### src/rtl/maze_input_pkg.sv
// -----------------------------------------------------------------------------
// maze_input_pkg
// Shared definitions for the maze input path: direction codes, the key_repeat
// FSM state encoding, default hold/repeat delays in ms, and the priority
// encoder that turns the button vector into an active direction.
// -----------------------------------------------------------------------------
package maze_input_pkg;

    typedef enum logic [1:0] {
        DIR_UP    = 2'd0,
        DIR_DOWN  = 2'd1,
        DIR_LEFT  = 2'd2,
        DIR_RIGHT = 2'd3
    } dir_t;

    typedef enum logic [1:0] {
        ST_IDLE = 2'd0,
        ST_EMIT = 2'd1,
        ST_ARM  = 2'd2,
        ST_WAIT = 2'd3
    } state_t;

    localparam logic [7:0] FIRST_MS_DEFAULT  = 8'd200;
    localparam logic [7:0] REPEAT_MS_DEFAULT = 8'd80;

    typedef struct packed {
        logic pressed;
        dir_t dir;
    } active_t;

    // Lowest-index pressed button wins; dir is don't-care when nothing is pressed.
    function automatic active_t active_dir(input logic [3:0] btn);
        active_t a;
        a.pressed = |btn;
        a.dir     = DIR_UP;
        if (btn[0])      a.dir = DIR_UP;
        else if (btn[1]) a.dir = DIR_DOWN;
        else if (btn[2]) a.dir = DIR_LEFT;
        else if (btn[3]) a.dir = DIR_RIGHT;
        return a;
    endfunction

endpackage

### src/rtl/btn_sync.sv
// -----------------------------------------------------------------------------
// btn_sync
// 4-bit two-flop synchroniser for the raw buttons. Adds two cycles of latency
// to both press and release. Only used when INPUT_SYNC_EN is defined.
//
// Ports
//   clk     system clock
//   rst     synchronous active-high reset, clears both flop stages
//   raw     asynchronous button inputs
//   synced  buttons synchronised to clk
// -----------------------------------------------------------------------------
module btn_sync (
    input  logic       clk,
    input  logic       rst,
    input  logic [3:0] raw,
    output logic [3:0] synced
);

    logic [3:0] meta;

    always_ff @(posedge clk) begin
        if (rst) begin
            meta   <= '0;
            synced <= '0;
        end else begin
            meta   <= raw;
            synced <= meta;
        end
    end

endmodule

### src/rtl/key_repeat.sv
// -----------------------------------------------------------------------------
// key_repeat
// Turns held direction buttons into move requests with keyboard-style
// auto-repeat: one move on press, another after FIRST_MS, then one every
// REPEAT_MS while the same direction stays active. The ms timer lives outside;
// this block loads it with delay_set/delay_ms and polls delay_free.
//
// Build option
//   INPUT_SYNC_EN  defined: btn goes through btn_sync (2 cycles extra latency)
//                  undefined: btn must already be synchronous to clk
//
// Parameters
//   FIRST_MS   hold time before the first repeat, 1..255 ms
//   REPEAT_MS  period between later repeats, 1..255 ms
//
// Ports
//   clk         system clock
//   rst         synchronous active-high reset
//   btn         buttons: bit0 up, bit1 down, bit2 left, bit3 right; 1 = pressed
//   delay_free  timer expired or idle
//   move_ready  consumer accepts the move this cycle
//   delay_set   one-cycle timer load pulse
//   delay_ms    timer load value, 0 whenever delay_set is 0
//   move_valid  move request pending
//   move_dir    move direction: 0 up, 1 down, 2 left, 3 right
// -----------------------------------------------------------------------------
module key_repeat
    import maze_input_pkg::*;
#(
    parameter logic [7:0] FIRST_MS  = FIRST_MS_DEFAULT,
    parameter logic [7:0] REPEAT_MS = REPEAT_MS_DEFAULT
) (
    input  logic       clk,
    input  logic       rst,
    input  logic [3:0] btn,
    input  logic       delay_free,
    input  logic       move_ready,
    output logic       delay_set,
    output logic [7:0] delay_ms,
    output logic       move_valid,
    output logic [1:0] move_dir
);

    logic [3:0] btn_s;

`ifdef INPUT_SYNC_EN
    btn_sync u_btn_sync (
        .clk    (clk),
        .rst    (rst),
        .raw    (btn),
        .synced (btn_s)
    );
`else
    assign btn_s = btn;
`endif

    active_t act;
    state_t  state;
    dir_t    dir_q;
    logic    first_q;   // the move in flight is the initial press, not a repeat
    logic    held;

    assign act      = active_dir(btn_s);
    assign held     = act.pressed && (act.dir == dir_q);
    assign move_dir = dir_q;

    // NOTE: every flop here, including the state register, is cleared by the
    // synchronous reset; a pending move and any timer ownership are simply dropped.
    always_ff @(posedge clk) begin
        if (rst) begin
            state      <= ST_IDLE;
            dir_q      <= DIR_UP;
            first_q    <= 1'b0;
            move_valid <= 1'b0;
            delay_set  <= 1'b0;
            delay_ms   <= '0;
        end else begin
            // NOTE: non-blocking defaults first, so the load pulse lasts one
            // cycle unless the EMIT branch below overrides it.
            delay_set <= 1'b0;
            delay_ms  <= '0;
            case (state)
                ST_IDLE: begin
                    if (act.pressed) begin
                        dir_q      <= act.dir;
                        first_q    <= 1'b1;
                        move_valid <= 1'b1;
                        state      <= ST_EMIT;
                    end
                end
                // move_valid is high throughout EMIT; release while pending
                // only decides what happens after acceptance.
                ST_EMIT: begin
                    if (move_ready) begin
                        move_valid <= 1'b0;
                        if (held) begin
                            delay_set <= 1'b1;
                            delay_ms  <= first_q ? FIRST_MS : REPEAT_MS;
                            state     <= ST_ARM;
                        end else begin
                            state <= ST_IDLE;
                        end
                    end
                end
                // The timer only drops delay_free a cycle after the load, so
                // a stale "free" would be seen here; skip it.
                ST_ARM: begin
                    state <= ST_WAIT;
                end
                ST_WAIT: begin
                    if (!held) begin
                        state <= ST_IDLE;
                    end else if (delay_free) begin
                        first_q    <= 1'b0;
                        move_valid <= 1'b1;
                        state      <= ST_EMIT;
                    end
                end
                default: state <= ST_IDLE;
            endcase
        end
    end

endmodule
### config.mk
export PLATFORM = sky130hd
export DESIGN_NAME = key_repeat
export DESIGN_NICKNAME = d
export VERILOG_FILES = /design/src/rtl/maze_input_pkg.sv /design/src/rtl/btn_sync.sv /design/src/rtl/key_repeat.sv
export SDC_FILE = /design/constraint.sdc
export NUM_CORES = 1
export LEC_CHECK = 0
export BUFFER_PORTS_ARGS = -buffer_cell sky130_fd_sc_hd__buf_4
export CAP_MARGIN = 30
export CORE_AREA = 2 2 39 41
export DETAILED_ROUTE_END_ITERATION = 6
export DIE_AREA = 0 0 41 43
export REMOVE_ABC_BUFFERS = 1
export SETUP_SLACK_MARGIN = 0.1
export SYNTH_ARGS = -nofsm -noshare
export SYNTH_HDL_FRONTEND = slang
export SYNTH_SLANG_ARGS = --single-unit
### constraint.sdc
create_clock -name clk -period 3 [get_ports clk]
set_input_delay 0.45 -clock clk [delete_from_list [all_inputs] [get_ports clk]]
set_output_delay 0.45 -clock clk [all_outputs]
set_load 0.01 [all_outputs]
# Yosys cells after proc, flatten, opt, wreduce, memory -nomap -nowiden
# Cells that the tools add are included.
[totals] ramBits=0 latchBits=0 inputBits=8 regBits=15 output_inout_bits=12 wordCells=49 memories=0 rom_bits=0
[classes] muxes=20 n_lt_le_gt_ge=0 shifts=0 addsub=0 n_reduce_logical=11 eq_ne=9 multipliers=0 n_div=0 bitwise=3
[op_table] op="$mux W2" n=9
[op_table] op="$mux W8" n=1
[op_table] op="$ne A2 B2 Y1 const B" n=4
[op_table] op="$pmux W2 S4" n=1
[op_table] op="$reduce_or A4 Y1" n=2
[op_table] op="$mux W1" n=7
[op_table] op="$reduce_and A5 Y1" n=1
[op_table] op="$eq A2 B2 Y1 const B" n=2
[op_table] op="$reduce_and A4 Y1" n=1
[op_table] op="$ne A3 B3 Y1 const B" n=1
[op_table] op="$not A1 Y1" n=3
[op_table] op="$pmux W1 S3" n=1
[op_table] op="$reduce_and A3 Y1" n=1
[op_table] op="$reduce_bool A3 Y1" n=1
[op_table] op="$reduce_or A3 Y1" n=1
[op_table] op="$eq A2 B1 Y1 const B" n=1
[op_table] op="$eq A2 B2 Y1" n=1
[op_table] op="$logic_not A2 Y1" n=1
[op_table] op="$pmux W1 S2" n=1
[op_table] op="$reduce_and A2 Y1" n=1
[op_table] op="$reduce_bool A2 Y1" n=1
[op_table] op="$logic_and A1 B1 Y1" n=1

# Logic depth before layout (Yosys ltp)
# Gate-level depths: netlist of run 1.
[logic_depth] ltp_word=9 ltp_mapped=4 mapped_depth_nobuf=4

# Worst setup path before layout of run 1
# OpenSTA, ideal clock, no wires.
[synth_path] kind="input-to-reg" start="in btn[2]" end="reg (tool-made name)" arrival_ns=1.311 setup_ns=0.127 stages=4 slack_ns=1.562 cell_sequence="and3b_1 -> o211ai_2 -> a211oi_2 -> or3_1"
[synth_rtl] item="from (decl)" line_no="key_repeat.sv:35" rtl="input logic [3:0] btn,"

==> flow_summary.ini, run 1 <==
[outcome]
outcome = completed

[yosys]
ys.flop_type = dfxtp_1
ys_ff_latch = 10
postSynthCellCount = 57
synth-edff-count = 0
synth_warnings = 0
ys_seq_area_frac = 0.399
syn_avg_cell_area_um2 = 8.80
synthArstFlopShare = 0
syn_area_um2 = 502
ys_types = 30

[worst_setup_path]
critPathCaptureType = flop
cp_slowest_stage_delay_ns = 0.42
worst-path-max-fanout = 5
critPathTopFamily = simple AND/OR/NAND/NOR gates
setup.worst_path.class = flop to flop
cp_cell_sequence = and4bb_1 -> a21oi_2 -> a211oi_2 -> or3_1
critPathArrivalTime_ns = 1.62
critPathSlowestCell = dfxtp_1
start_kind = flop
path_buf_inv = 0
required_ns = 3.15
r2r_slack_ns = 1.53

[placed_design]
gp_congestion = 0.760
dp_cells = 85
portBuffers = 15
post-place-ws_ns = 1.38

[die]
row_count = 14
die_w_um = 41
io_pins = 20
die_area_um2 = 1760
core_region_area_um2 = 1380
dieHeight_um = 43
start_util = 0.363

[drt]
drcViolationCount = 0
drt-wirelength-per-cell_um = 10.4
viasPerCell = 4.84
vias = 431
wl_met1_um = 430
wirelength_um = 929
drtIter0Drc = 11
antenna_violating_nets_post_route = 0
wl_met3_um = 75
wl_met2_um = 399
top_layer_used = met4
drtPass1Iterations = 3

[sta]
setup_ws_ns = 1.53
finalSetupViolations = 0
timing.hold.ws_ns = 0.417
tns_ns = 0
hold_viol_final = 0
min_period_over_period = 0.490
clock_skew_ns = 0.00334
fmax_mhz = 680
fin_crit_ns = 1.47
drv_slew = 0
rsz0062_at_grt = false

[clock_network]
post_cts.repair.setup_buffers = 0
clk_latency_ns = 0.27
ctsResizeCount = 0
cts_buffer_depth = 2
clkSinkCount = 10
cts_htree_levels = 1
path_clk_slew_ns = 0.07
ctsRootBufferMaster = clkbuf_4
cts_tree = yes
ctsHoldBuffers = 0
cts_buffers = 3

[grt]
grt_usage = 0.136
grt_start_max_net_pins = 10
grt_pass1_vias = 351
grt_pass1_wl_mm = 1.57
gr-total-overflow = 0
grt_antenna_before_repair = 0

[layout]
stdcell_count = 89
layout-drive-gt1-share = 0.315
area_delta_synth_final_pct = 27.7
fin_nets = 82
final_core_util = 0.463
antenna_cells = 0
nFillCells = 152

[pwr]
irDropWorstVdd_mv = 0.211
power_density_nw_per_um2 = 512
pwr-share-clk = 0.371
p_switching_mw = 0.0848
netSwitchingFraction = 0.259
p_leak_nw = 0.286
power_frac_comb = 0.163
p_int_mw = 0.243
power_frac_seq = 0.466

[worst_hold_path]
hp-class = input pin to flop

[flow_run]
maxCapViolations = 0
[layer usage]
layer	GRT usage	vias up
li1	-	225
met4	0.100	0
met1	0.178	183
met2	0.175	19
met5	0	-
met3	0.0471	4
[synth_stat cells (3+ instances only)]
master	number	share of area
buf_4	5	0.075
dfxtp_1	10	0.40
nand2b_1	3	0.037
nor3_1	3	0.030
nor2b_1	3	0.037
inv_1	3	0.022
nor2_1	4	0.030
a21oi_1	4	0.040
[layout by cell type (no fill, tap or decap)]
master,synthesis,routed
a21oi_1,4,4
nor3_1,3,3
conb_1,1,4
and2_1,1,1
nor2_1,4,4
a21oi_2,1,1
and3_1,1,1
mux2i_1,1,1
a2111oi_0,1,1
nor4_1,1,1
and4bb_1,1,1
o211ai_2,1,1
or2_2,1,1
inv_1,3,3
nor2b_1,3,3
o22ai_1,1,1
a211oi_1,1,1
nand3b_1,1,1
a211oi_2,1,1
nand2b_1,3,3
o21a_1,1,1
o31a_1,1,1
clkbuf_8,0,1
nand4_1,1,1
clkbuf_4,0,3
nand2_1,1,1
dfxtp_1,10,10
nand3_1,1,1
or3_1,1,1
buf_4,5,15
and3b_1,1,1
[sequential cells by signal, summed over array words and instances, names as in the netlist, named ones only]
register,flops
delay_ms,3
move_dir,2
delay_set,1
first_q,1
move_valid,1
state,1
[cell families after synthesis]
logic type | Yosys count | synth area share
AOI/OAI and AO/OA | 12 | 0.185
other | 1 | 0.00747
and+or+nand+nor | 24 | 0.284
DFF | 10 | 0.399
muxes | 1 | 0.0200
buffers and inverters | 9 | 0.105
[power groups by stage]
stage | Clock [mW] | Combinational (mW) | Sequential, mW
detailed placement | 0 | 0.0535 | 0.155
floorplan | 0 | 0.0286 | 0.156
global route | 0.130 | 0.0605 | 0.154
finish | 0.122 | 0.0535 | 0.153
global placement | 0 | 0.0536 | 0.155
CTS | 0.125 | 0.0538 | 0.152
[final timing paths]
| check | from | endpoint | cells past startpoint |
|---|---|---|---|
| setup / recovery | move_dir[1] | flop | 4 |
| setup reg to reg | move_dir[1] | flop | 4 |
| hold / removal | rst | move_dir[0] | 2 |
| hold reg to reg | first_q | delay_ms[4] | 1 |
[worst register-to-register path: cells and delay by family, from the launching register on]
kind / cells / cell delay (ns)
flip-flops: 1 / 0.42
AND/OR/NAND/NOR: 2 / 0.59
AO/OA/AOI/OAI: 2 / 0.34
[per-stage QoR]
| step | power, mW | instance area [µm²] |
|---|---|---|
| 6_report | 0.328 | 641 |
| 2_1_floorplan | 0.184 | 472 |
| 5_1_grt | 0.345 | 641 |
| 4_1_cts | 0.331 | 641 |
| 3_3_place_gp | 0.209 | 604 |
| 3_5_place_dp | 0.209 | 604 |
[final cells by class]
class                           instances  area [µm²]  area share
Inverter                                3        11.3      0.0176
Sequential cell                        10         200       0.313
Clock buffer                            4        36.3      0.0566
Multi-Input combinational cell         41         260       0.406
Timing Repair Buffer                   15         113       0.176
Tap cell                               16        20.0      0.0313
Power figures use the tool's default switching activity.
==> inputs of run 2 (changes only) <==
--- a/config.mk
+++ b/config.mk
@@ -10,6 +10,7 @@
 export CORE_AREA = 2 2 39 41
 export DETAILED_ROUTE_END_ITERATION = 6
 export DIE_AREA = 0 0 41 43
+export PLACE_DENSITY = 0.67
 export REMOVE_ABC_BUFFERS = 1
 export SETUP_SLACK_MARGIN = 0.1
 export SYNTH_ARGS = -nofsm -noshare
==> constraint.sdc (replaced) <==
create_clock -name clk -period 1.25 [get_ports clk]
set_input_delay 0.1875 -clock clk [delete_from_list [all_inputs] [get_ports clk]]
set_output_delay 0.1875 -clock clk [all_outputs]
set_load 0.01 [all_outputs]
==> flow_summary.ini, run 2 (synthesis gave the netlist of run 1 again) <==
[pwr]
p_leak_nw = 0.347
power_density_nw_per_um2 = 994
irDropWorstVdd_mv = 0.423

[die]
core_region_area_um2 = 1380
die_w_um = 41
io_pins = 20
start_util = 0.363
die_area_um2 = 1760
dieHeight_um = 43
row_count = 14

[drt]
vias = 505
top_layer_used = met4
drt-wirelength-per-cell_um = 11.6
wl_met2_um = 562
viasPerCell = 4.95
antenna_violating_nets_post_route = 0
drtIter0Drc = 7
drcViolationCount = 0
wl_met1_um = 515
drtPass1Iterations = 4
wirelength_mm = 1.18
wl_met3_um = 73

[worst_setup_path]
worst-path-max-fanout = 5
required_ns = 1.38
critPathArrivalTime_ns = 1.49
setup.worst_path.class = flop to flop
start_kind = flop
r2r_cells = 4
r2r_slack_ns = -0.11
critPathCaptureType = flop
timing.rr.start = move_dir[0]

[layout]
top_register = delay_ms
largest_reg_flops = 3
area_delta_synth_final_pct = 52.6
mostFrequentLayoutCell = buf_4
fin_nets = 96
layout-drive-gt1-share = 0.488
regArea_um2 = 203
design_area_um2 = 766
layout_common_cells = buf_4, dfxtp_1, conb_1
antenna_cells = 0
multi_input_area_um2 = 292
nFillCells = 136

[placed_design]
dp_hpwl_um = 838
placed_cell_area_um2 = 672
gp_congestion = 0.744
portBuffers = 15

[clock_network]
clkSinkCount = 10
path_clk_slew_ns = 0.06
cts_buffer_depth = 2
ctsHoldBuffers = 0
cts_tree = yes
cts_htree_levels = 1
ctsRootBufferMaster = clkbuf_4
clk_latency_ns = 0.25
cts_buffers = 3

[sta]
hold_viol_final = 0
drv_slew = 0
setup_ws_ns = -0.108
min_period_over_period = 1.09
finalSetupViolations = 7
tns_ns = -0.296
clock_skew_ns = 0.000505
rsz0062_at_grt = true
fin_crit_ns = 1.36
fmax_mhz = 736

[outcome]
violations = negative setup slack
outcome = finished, violations left

[worst_hold_path]
holdCritStartpoint = rst
hp-class = input pin to flop
whs_endpoint = move_dir[0]
hold_depth = 2

[grt]
grt_usage = 0.169
grt_antenna_before_repair = 0
grt_pass1_vias = 461
grt_start_max_net_pins = 10
gr-total-overflow = 0
grt_pass1_wl_mm = 1.97

[flow_run]
maxCapViolations = 0
==> run 2: worst max-delay path by stage <==
stage | startpoint | endpoint | slack (ns) | depth (start not counted)
floorplan | move_dir[1] | flop | -0.14 | 4
global placement | move_dir[0] | flop | -0.10 | 4
detailed placement | move_dir[0] | flop | -0.15 | 4
CTS | move_dir[0] | flop | -0.09 | 4
global route | move_dir[0] | flop | -0.16 | 4
finish | move_dir[0] | flop | -0.11 | 4
==> run 2: through the flow <==
step | utilization | setup slack [ns] | total power [mW] | hold slack, ns | cells
2_1_floorplan | - | -0.141 | 0.442 | 0.260 | 54
3_3_place_gp | 0.486 | -0.105 | 0.526 | 0.420 | 94
3_5_place_dp | 0.486 | -0.151 | 0.529 | 0.429 | 94
4_1_cts | 0.539 | -0.0915 | 0.758 | 0.171 | 100
5_1_grt | 0.553 | -0.157 | 0.812 | 0.169 | 102
6_report | 0.553 | -0.108 | 0.761 | 0.178 | 102
==> run 2: layer usage <==
layer,vias to the layer above,GRT usage
li1,250,-
met2,21,0.253
met4,0,0.100
met1,230,0.203
met3,4,0.0471
met5,-,0
==> run 2: area by class of cell <==
class | count | area share
Clock buffer | 3 | 0.0294
Tap cell | 16 | 0.0261
Sequential cell | 10 | 0.265
Multi-Input combinational cell | 41 | 0.381
Timing Repair Buffer | 29 | 0.284
Inverter | 3 | 0.0147
==> run 2: where the power goes <==
group,switching (mW),internal [mW]
Sequential,0.0223,0.343
Combinational,0.0878,0.101
Clock,0.0964,0.111
==> run 2: critical path: stages, from the launching register on <==
cell and delay, ns:
dfxtp_2 0.33, and3b_1 0.19, o211ai_4 0.25, a2111oi_2 0.10
or3_1 0.36
==> run 2: what timing repair did <==
action                     CTS  global route
setup endpoints to repair    7             9
setup buffers                3             2
gates resized for setup      6             2
pin swaps                    9             1
